<file path="src/rtl/decode_stage_pkg.sv">
// Shared defines for the decode stage: format codes, RISC-V major opcodes,
// skid-buffer states and the opcode-to-format lookup.
package decode_stage_pkg;

    typedef enum logic [2:0] {
        FMT_R     = 3'd0,
        FMT_I     = 3'd1,
        FMT_S     = 3'd2,
        FMT_B     = 3'd3,
        FMT_U     = 3'd4,
        FMT_J     = 3'd5,
        FMT_UNDEF = 3'd7
    } fmt_e;

    typedef enum logic [1:0] {
        ST_EMPTY = 2'd0,
        ST_ONE   = 2'd1,
        ST_FULL  = 2'd2
    } state_e;

    localparam logic [6:0] OP_LOAD     = 7'd3;
    localparam logic [6:0] OP_MISC_MEM = 7'd15;
    localparam logic [6:0] OP_IMM      = 7'd19;
    localparam logic [6:0] OP_AUIPC    = 7'd23;
    localparam logic [6:0] OP_IMM_32   = 7'd27;
    localparam logic [6:0] OP_STORE    = 7'd35;
    localparam logic [6:0] OP_REG      = 7'd51;
    localparam logic [6:0] OP_LUI      = 7'd55;
    localparam logic [6:0] OP_REG_32   = 7'd59;
    localparam logic [6:0] OP_BRANCH   = 7'd99;
    localparam logic [6:0] OP_JALR     = 7'd103;
    localparam logic [6:0] OP_JAL      = 7'd111;
    localparam logic [6:0] OP_SYSTEM   = 7'd115;

    // Word-sized opcodes only exist on RV64; on RV32 they are undecodable.
    function automatic fmt_e opcode_format(input logic [6:0] opcode, input logic rv64);
        fmt_e fmt;
        case (opcode)
            OP_LOAD, OP_MISC_MEM, OP_IMM, OP_JALR, OP_SYSTEM: fmt = FMT_I;
            OP_AUIPC, OP_LUI:                                 fmt = FMT_U;
            OP_STORE:                                         fmt = FMT_S;
            OP_REG:                                           fmt = FMT_R;
            OP_BRANCH:                                        fmt = FMT_B;
            OP_JAL:                                           fmt = FMT_J;
            OP_IMM_32:                                        fmt = rv64 ? FMT_I : FMT_UNDEF;
            OP_REG_32:                                        fmt = rv64 ? FMT_R : FMT_UNDEF;
            default:                                          fmt = FMT_UNDEF;
        endcase
        return fmt;
    endfunction

endpackage

</file>
<file path="src/rtl/decode_stage_imm_gen.sv">
// Immediate generator: assembles the format-specific immediate and
// sign-extends it (sign bit is always inst[31]) to XLEN.
module imm_gen
    import decode_stage_pkg::*;
#(
    parameter int XLEN = 32
) (
    input  logic [31:0]     inst,
    input  fmt_e            format,
    output logic [XLEN-1:0] imm
);

    logic signed [31:0] imm32;

    // The opcode bits carry no immediate data in any format.
    logic unused_opcode_bits;
    assign unused_opcode_bits = ^inst[6:0];

    // Build the 32-bit sign-extended immediate for the decoded format.
    always_comb begin
        // NOTE: default first so every path assigns imm32 and no latch is inferred.
        imm32 = '0;
        case (format)
            FMT_I: imm32 = {{20{inst[31]}}, inst[31:20]};
            FMT_S: imm32 = {{20{inst[31]}}, inst[31:25], inst[11:7]};
            FMT_B: imm32 = {{19{inst[31]}}, inst[31], inst[7], inst[30:25], inst[11:8], 1'b0};
            FMT_U: imm32 = {inst[31:12], 12'b0};
            FMT_J: imm32 = {{11{inst[31]}}, inst[31], inst[19:12], inst[20], inst[30:21], 1'b0};
            default: imm32 = '0;
        endcase
    end

    // Signed size cast replicates bit 31 up to XLEN.
    assign imm = XLEN'(imm32);

endmodule

</file>
<file path="src/rtl/decode_stage.sv">
// Instruction decode stage: decodes the incoming word combinationally and
// holds results in a two-entry skid buffer (main + skid) so in_ready is a
// pure function of registered state.
module decode_stage
    import decode_stage_pkg::*;
#(
    parameter int XLEN = 32,
    parameter int PC_W = 32
) (
    input  logic            clk,
    input  logic            rst,
    input  logic            in_valid,
    output logic            in_ready,
    input  logic [31:0]     in_inst,
    input  logic [PC_W-1:0] in_pc,
    input  logic            flush,
    output logic            out_valid,
    input  logic            out_ready,
    output logic [6:0]      out_opcode,
    output logic [2:0]      out_func3,
    output logic [6:0]      out_func7,
    output logic [4:0]      out_rd,
    output logic [4:0]      out_rs1,
    output logic [4:0]      out_rs2,
    output logic [2:0]      out_format,
    output logic [XLEN-1:0] out_imm,
    output logic            out_illegal,
    output logic [PC_W-1:0] out_pc
);

    typedef struct packed {
        logic [6:0]      opcode;
        logic [2:0]      func3;
        logic [6:0]      func7;
        logic [4:0]      rd;
        logic [4:0]      rs1;
        logic [4:0]      rs2;
        fmt_e            fmt;
        logic [XLEN-1:0] imm;
        logic            illegal;
        logic [PC_W-1:0] pc;
    } entry_t;

    localparam entry_t ENTRY_RST = '{fmt: FMT_UNDEF, default: '0};

    state_e          state_q, state_d;
    entry_t          main_q, main_d;
    entry_t          skid_q, skid_d;
    entry_t          dec_entry;
    fmt_e            dec_fmt;
    logic [XLEN-1:0] dec_imm;
    logic            accept;
    logic            drain;

    assign dec_fmt = opcode_format(in_inst[6:0], XLEN == 64);

    imm_gen #(.XLEN(XLEN)) u_imm_gen (
        .inst   (in_inst),
        .format (dec_fmt),
        .imm    (dec_imm)
    );

    // Decode the incoming word into a full entry ahead of the buffer.
    always_comb begin
        dec_entry.opcode  = in_inst[6:0];
        dec_entry.func3   = in_inst[14:12];
        dec_entry.func7   = in_inst[31:25];
        dec_entry.rd      = in_inst[11:7];
        dec_entry.rs1     = in_inst[19:15];
        dec_entry.rs2     = in_inst[24:20];
        dec_entry.fmt     = dec_fmt;
        dec_entry.imm     = dec_imm;
        dec_entry.illegal = (dec_fmt == FMT_UNDEF) || (in_inst[1:0] != 2'b11);
        dec_entry.pc      = in_pc;
    end

    assign in_ready  = (state_q != ST_FULL);
    assign out_valid = (state_q != ST_EMPTY);
    assign accept    = in_valid && in_ready;
    assign drain     = out_valid && out_ready;

    // Skid-buffer next state; flush wins over any accept or drain.
    always_comb begin
        state_d = state_q;
        main_d  = main_q;
        skid_d  = skid_q;
        if (flush) begin
            state_d = ST_EMPTY;
        end else begin
            case (state_q)
                ST_EMPTY: begin
                    if (accept) begin
                        main_d  = dec_entry;
                        state_d = ST_ONE;
                    end
                end
                ST_ONE: begin
                    if (accept && !drain) begin
                        skid_d  = dec_entry;
                        state_d = ST_FULL;
                    end else if (!accept && drain) begin
                        state_d = ST_EMPTY;
                    end else if (accept && drain) begin
                        main_d  = dec_entry;
                    end
                end
                ST_FULL: begin
                    if (drain) begin
                        main_d  = skid_q;
                        state_d = ST_ONE;
                    end
                end
                default: state_d = ST_EMPTY;
            endcase
        end
    end

    // State and entry registers.
    always_ff @(posedge clk or posedge rst) begin
        if (rst) begin
            // NOTE: entries are reset too because out_* come straight from main_q
            // and must read as zero / UNDEF while the buffer is empty after reset.
            state_q <= ST_EMPTY;
            main_q  <= ENTRY_RST;
            skid_q  <= ENTRY_RST;
        end else begin
            // NOTE: non-blocking so every flop samples pre-edge values.
            state_q <= state_d;
            main_q  <= main_d;
            skid_q  <= skid_d;
        end
    end

    assign out_opcode  = main_q.opcode;
    assign out_func3   = main_q.func3;
    assign out_func7   = main_q.func7;
    assign out_rd      = main_q.rd;
    assign out_rs1     = main_q.rs1;
    assign out_rs2     = main_q.rs2;
    assign out_format  = main_q.fmt;
    assign out_imm     = main_q.imm;
    assign out_illegal = main_q.illegal;
    assign out_pc      = main_q.pc;

endmodule

</file>
<file path="config.mk">
export PLATFORM = sky130hd
export DESIGN_NAME = decode_stage
export DESIGN_NICKNAME = d
export VERILOG_FILES = /design/src/rtl/decode_stage_pkg.sv /design/src/rtl/decode_stage_imm_gen.sv /design/src/rtl/decode_stage.sv
export SDC_FILE = /design/constraint.sdc
export NUM_CORES = 1
export LEC_CHECK = 0
export CAP_MARGIN = 10
export CORE_ASPECT_RATIO = 0.75
export CORE_MARGIN = 5
export CORE_UTILIZATION = 50
export DETAILED_ROUTE_END_ITERATION = 10
export PLACE_DENSITY_LB_ADDON = 0.1
export SLEW_MARGIN = 30
export SYNTH_ARGS = -nofsm -noshare
export SYNTH_HDL_FRONTEND = slang
export SYNTH_HIERARCHICAL = 1
export SYNTH_SLANG_ARGS = --single-unit
</file>
<file path="constraint.sdc">
create_clock -name clk -period 10.9 [get_ports clk]
set_clock_uncertainty 0.1 [all_clocks]
set_input_delay 3.27 -clock clk [delete_from_list [all_inputs] [get_ports clk]]
set_output_delay 3.27 -clock clk [all_outputs]
set_load 0.05 [all_outputs]
</file>
==> impl_metrics.json <==
{
  "status": "finished clean",
  "die_w_um": 167,
  "synth_common_cells": "nand2_1 (388), dfrtp_1 (196), mux2i_1 (103), o21ai_1 (94), buf_6 (23)",
  "max_stage_delay_ns": 0.86,
  "hold_path_end": "skid_q[65]",
  "port-buffer-count": 170,
  "r2r_slack_ns": 7.82,
  "antenna_found_initial": 0,
  "period_share_pct": 60.4,
  "yosysUniqueCellTypes": 45,
  "syn_nets": 1032,
  "hold_depth": 2,
  "post-route-min-period_ns": 6.59,
  "drt-wirelength-per-cell_um": 17.2,
  "netlist_top_cells_area": "dfrtp_1 (53%), nand2_1 (16%), mux2i_1 (11%), o21ai_1 (5.1%), buf_6 (2.8%)",
  "vdd_drop_max_uv": 109,
  "stdcell_count": 1359,
  "dieHeight_um": 128,
  "finalSetupTns_ns": 0,
  "syn_area_per_cell_um2": 9.63,
  "post_cts.repair.setup_buffers": 0,
  "hold_viol": 0,
  "num_io_pins": 171,
  "path_cells": "nor2b_4 -> buf_4 -> clkinv_2 -> clkdlybuf4s50_1",
  "grt_overflow": 0,
  "postCtsHoldBufs": 0,
  "post-place-cells": 1321,
  "yosysWarnings": 6,
  "gp_congestion": 0.782,
  "seq_area_frac_synth_pct": 54.6,
  "p_per_area_mw_per_mm2": 194,
  "hold_path.class": "reg -> reg",
  "grtUsageTotal_pct": 21.5,
  "routed_wirelength_um": 23400,
  "antenna_cells": 0,
  "r2r-start": "state_q[1]",
  "final.fill_count": 1545,
  "drt_iter0_drc": 518,
  "finalSetupViolations": 0,
  "die_area_mm2": 0.0214,
  "ys.flop_type": "dfrtp_1",
  "final_max_slew_viol_count": 0,
  "drt-pass1-iter-count": 5,
  "ant_nets": 0,
  "drive_gt1_share_pct": 5.31,
  "synth_top_area_share_pct": 52.9,
  "vias": 7087,
  "worst_pin_slew_ns": 0.958,
  "area_growth_pct": 25.4,
  "cts-root-buf": "clkbuf_16",
  "yosysTopAreaCell": "dfrtp_1",
  "seq_area_mm2": 0.00506,
  "worstPathMaxFanout": 48,
  "synth_seq_cells": 202,
  "p_leak_nw": 5.68,
  "crit_buf_inv": 3,
  "grt_pass1_wl_um": 37400,
  "end_kind": "output port",
  "critPathTopFamily": "buffers and inverters",
  "rsz0062_at_grt": "no",
  "synth_most_common_cell": "nand2_1",
  "viasPerCell": 5.21,
  "cts_max_level": 1,
  "drc": 0,
  "r2r_end": "out_rd[2]",
  "worstPathRequired_ns": 7.53,
  "grt_max_degree": 130,
  "coreArea_mm2": 0.0183,
  "fp-row-count": 43,
  "worst-path-stages": 4,
  "grt_pass1_vias": 6720,
  "cts_resized": 0,
  "clock-sinks": 202,
  "cp.arrival_ns": 3.22,
  "netlist_area_mm2": 0.00927,
  "start_util_pct": 50.5,
  "clk_latency_ns": 0.50,
  "hp-start": "skid_q[65]",
  "fmax_mhz": 152,
  "nNetsFinal": 1166,
  "r2r_cells": 6,
  "dp_hpwl_um": 14900,
  "cts_inserted_buffers": 21,
  "multi_input_area_mm2": 0.00374,
  "crit_type": "reg -> out",
  "clk_pin_slew_worst_paths_ns": 0.06,
  "clock_tree.buffer_depth": 3,
  "cp_slowest_cell": "clkdlybuf4s50_1",
  "slew_headroom_pct": 36.1,
  "startpoint_type": "flop",
  "tritoncts": "done",
  "cap_violations": 0,
  "synthArstFlopShare_pct": 100,
  "synth_edf_count": 0,
  "syn_inst": 963
}
-- metal layers --
layer / global-route usage [%] / share of wire (%)
met1: 33.0 / 48
met5: 0 / 0
met2: 31.9 / 44
met3: 5.18 / 6.6
met4: 3.44 / 1.3
-- layout by cell type, fill, tap and decap left out, types with 6 or more instances in the layout --
cell type        synthesis  routed
a21boi_0                 6       6
o21ai_1                 94      94
clkdlybuf4s50_1          0     170
nand4bb_1               13      13
nand2_1                388     388
clkbuf_16                0      21
nand3_1                 12      12
mux2i_1                103     103
dfrtp_1                196     196
clkbuf_8                 0       7
dfstp_2                  6       6
o2bb2ai_1                9       9
o21ai_0                  7       7
-- area by class of cell --
type / instances / area share [%]
clock buffer: 33 / 5.51
multi-input combinational: 689 / 32.1
clock inverter: 5 / 0.678
sequential: 202 / 43.5
timing repair buffer: 177 / 15.2
tap: 247 / 2.66
inverter: 6 / 0.312
-- logic make-up (layout without fill, tap and decap cells) --
logic type / count (synthesis) / after routing / synth area share (%)
flip-flops: 202 / 202 / 54.6
multiplexers: 103 / 103 / 11.1
AO/OA/AOI/OAI: 138 / 138 / 8.60
buffers and inverters: 72 / 221 / 5.28
AND/OR/NAND/NOR: 448 / 448 / 20.4
-- worst max path at each step --
stage                from           end  slack, ns
4_1_cts        state_q[1]      in_ready       4.25
2_1_floorplan         rst  out_func3[0]       2.03
5_1_grt        state_q[1]      in_ready       4.17
3_3_place_gp   in_inst[5]   out_imm[20]       4.38
3_5_place_dp   in_inst[5]   out_imm[27]       4.30
6_report       state_q[1]      in_ready       4.31
-- registers in the layout, summed over array words and instances (netlist names), 5 cells and up --
name        cells
out_rd          5
skid_q        100
out_func7       7
out_rs1         5
out_imm        32
out_pc         32
out_opcode      7
out_rs2         5
-- worst register-to-register path, cell delays in order, from the launching register on --
cell and delay, ns:
dfrtp_1 0.43, nor2b_4 0.17, buf_4 0.66, clkinv_2 0.61, buf_4 0.55, mux2i_1 0.36, o21ai_2 0.07
-- where the power goes --
group | switching [mW] | total [mW] | internal (mW)
combinational | 0.366 | 0.555 | 0.189
sequential | 0.0712 | 0.955 | 0.884
clock | 0.291 | 0.742 | 0.451
total | 0.728 | 2.25 | 1.52
-- metrics by stage --
| stage | util, % | power, mW | setup slack [ns] | area, um^2 | hold slack, ns |
|---|---|---|---|---|---|
| global route | 63.4 | 2.36 | 4.17 | 11600 | 0.391 |
| CTS | 63.3 | 2.27 | 4.25 | 11600 | 0.368 |
| detailed placement | 59.4 | 1.53 | 4.30 | 10900 | 0.357 |
| finish | 63.4 | 2.25 | 4.31 | 11600 | 0.366 |
| global placement | 59.4 | 1.52 | 4.38 | 10900 | 0.350 |
| floorplan | - | 1.33 | 2.03 | 9270 | 0.339 |
Power figures use the tool's default switching activity.
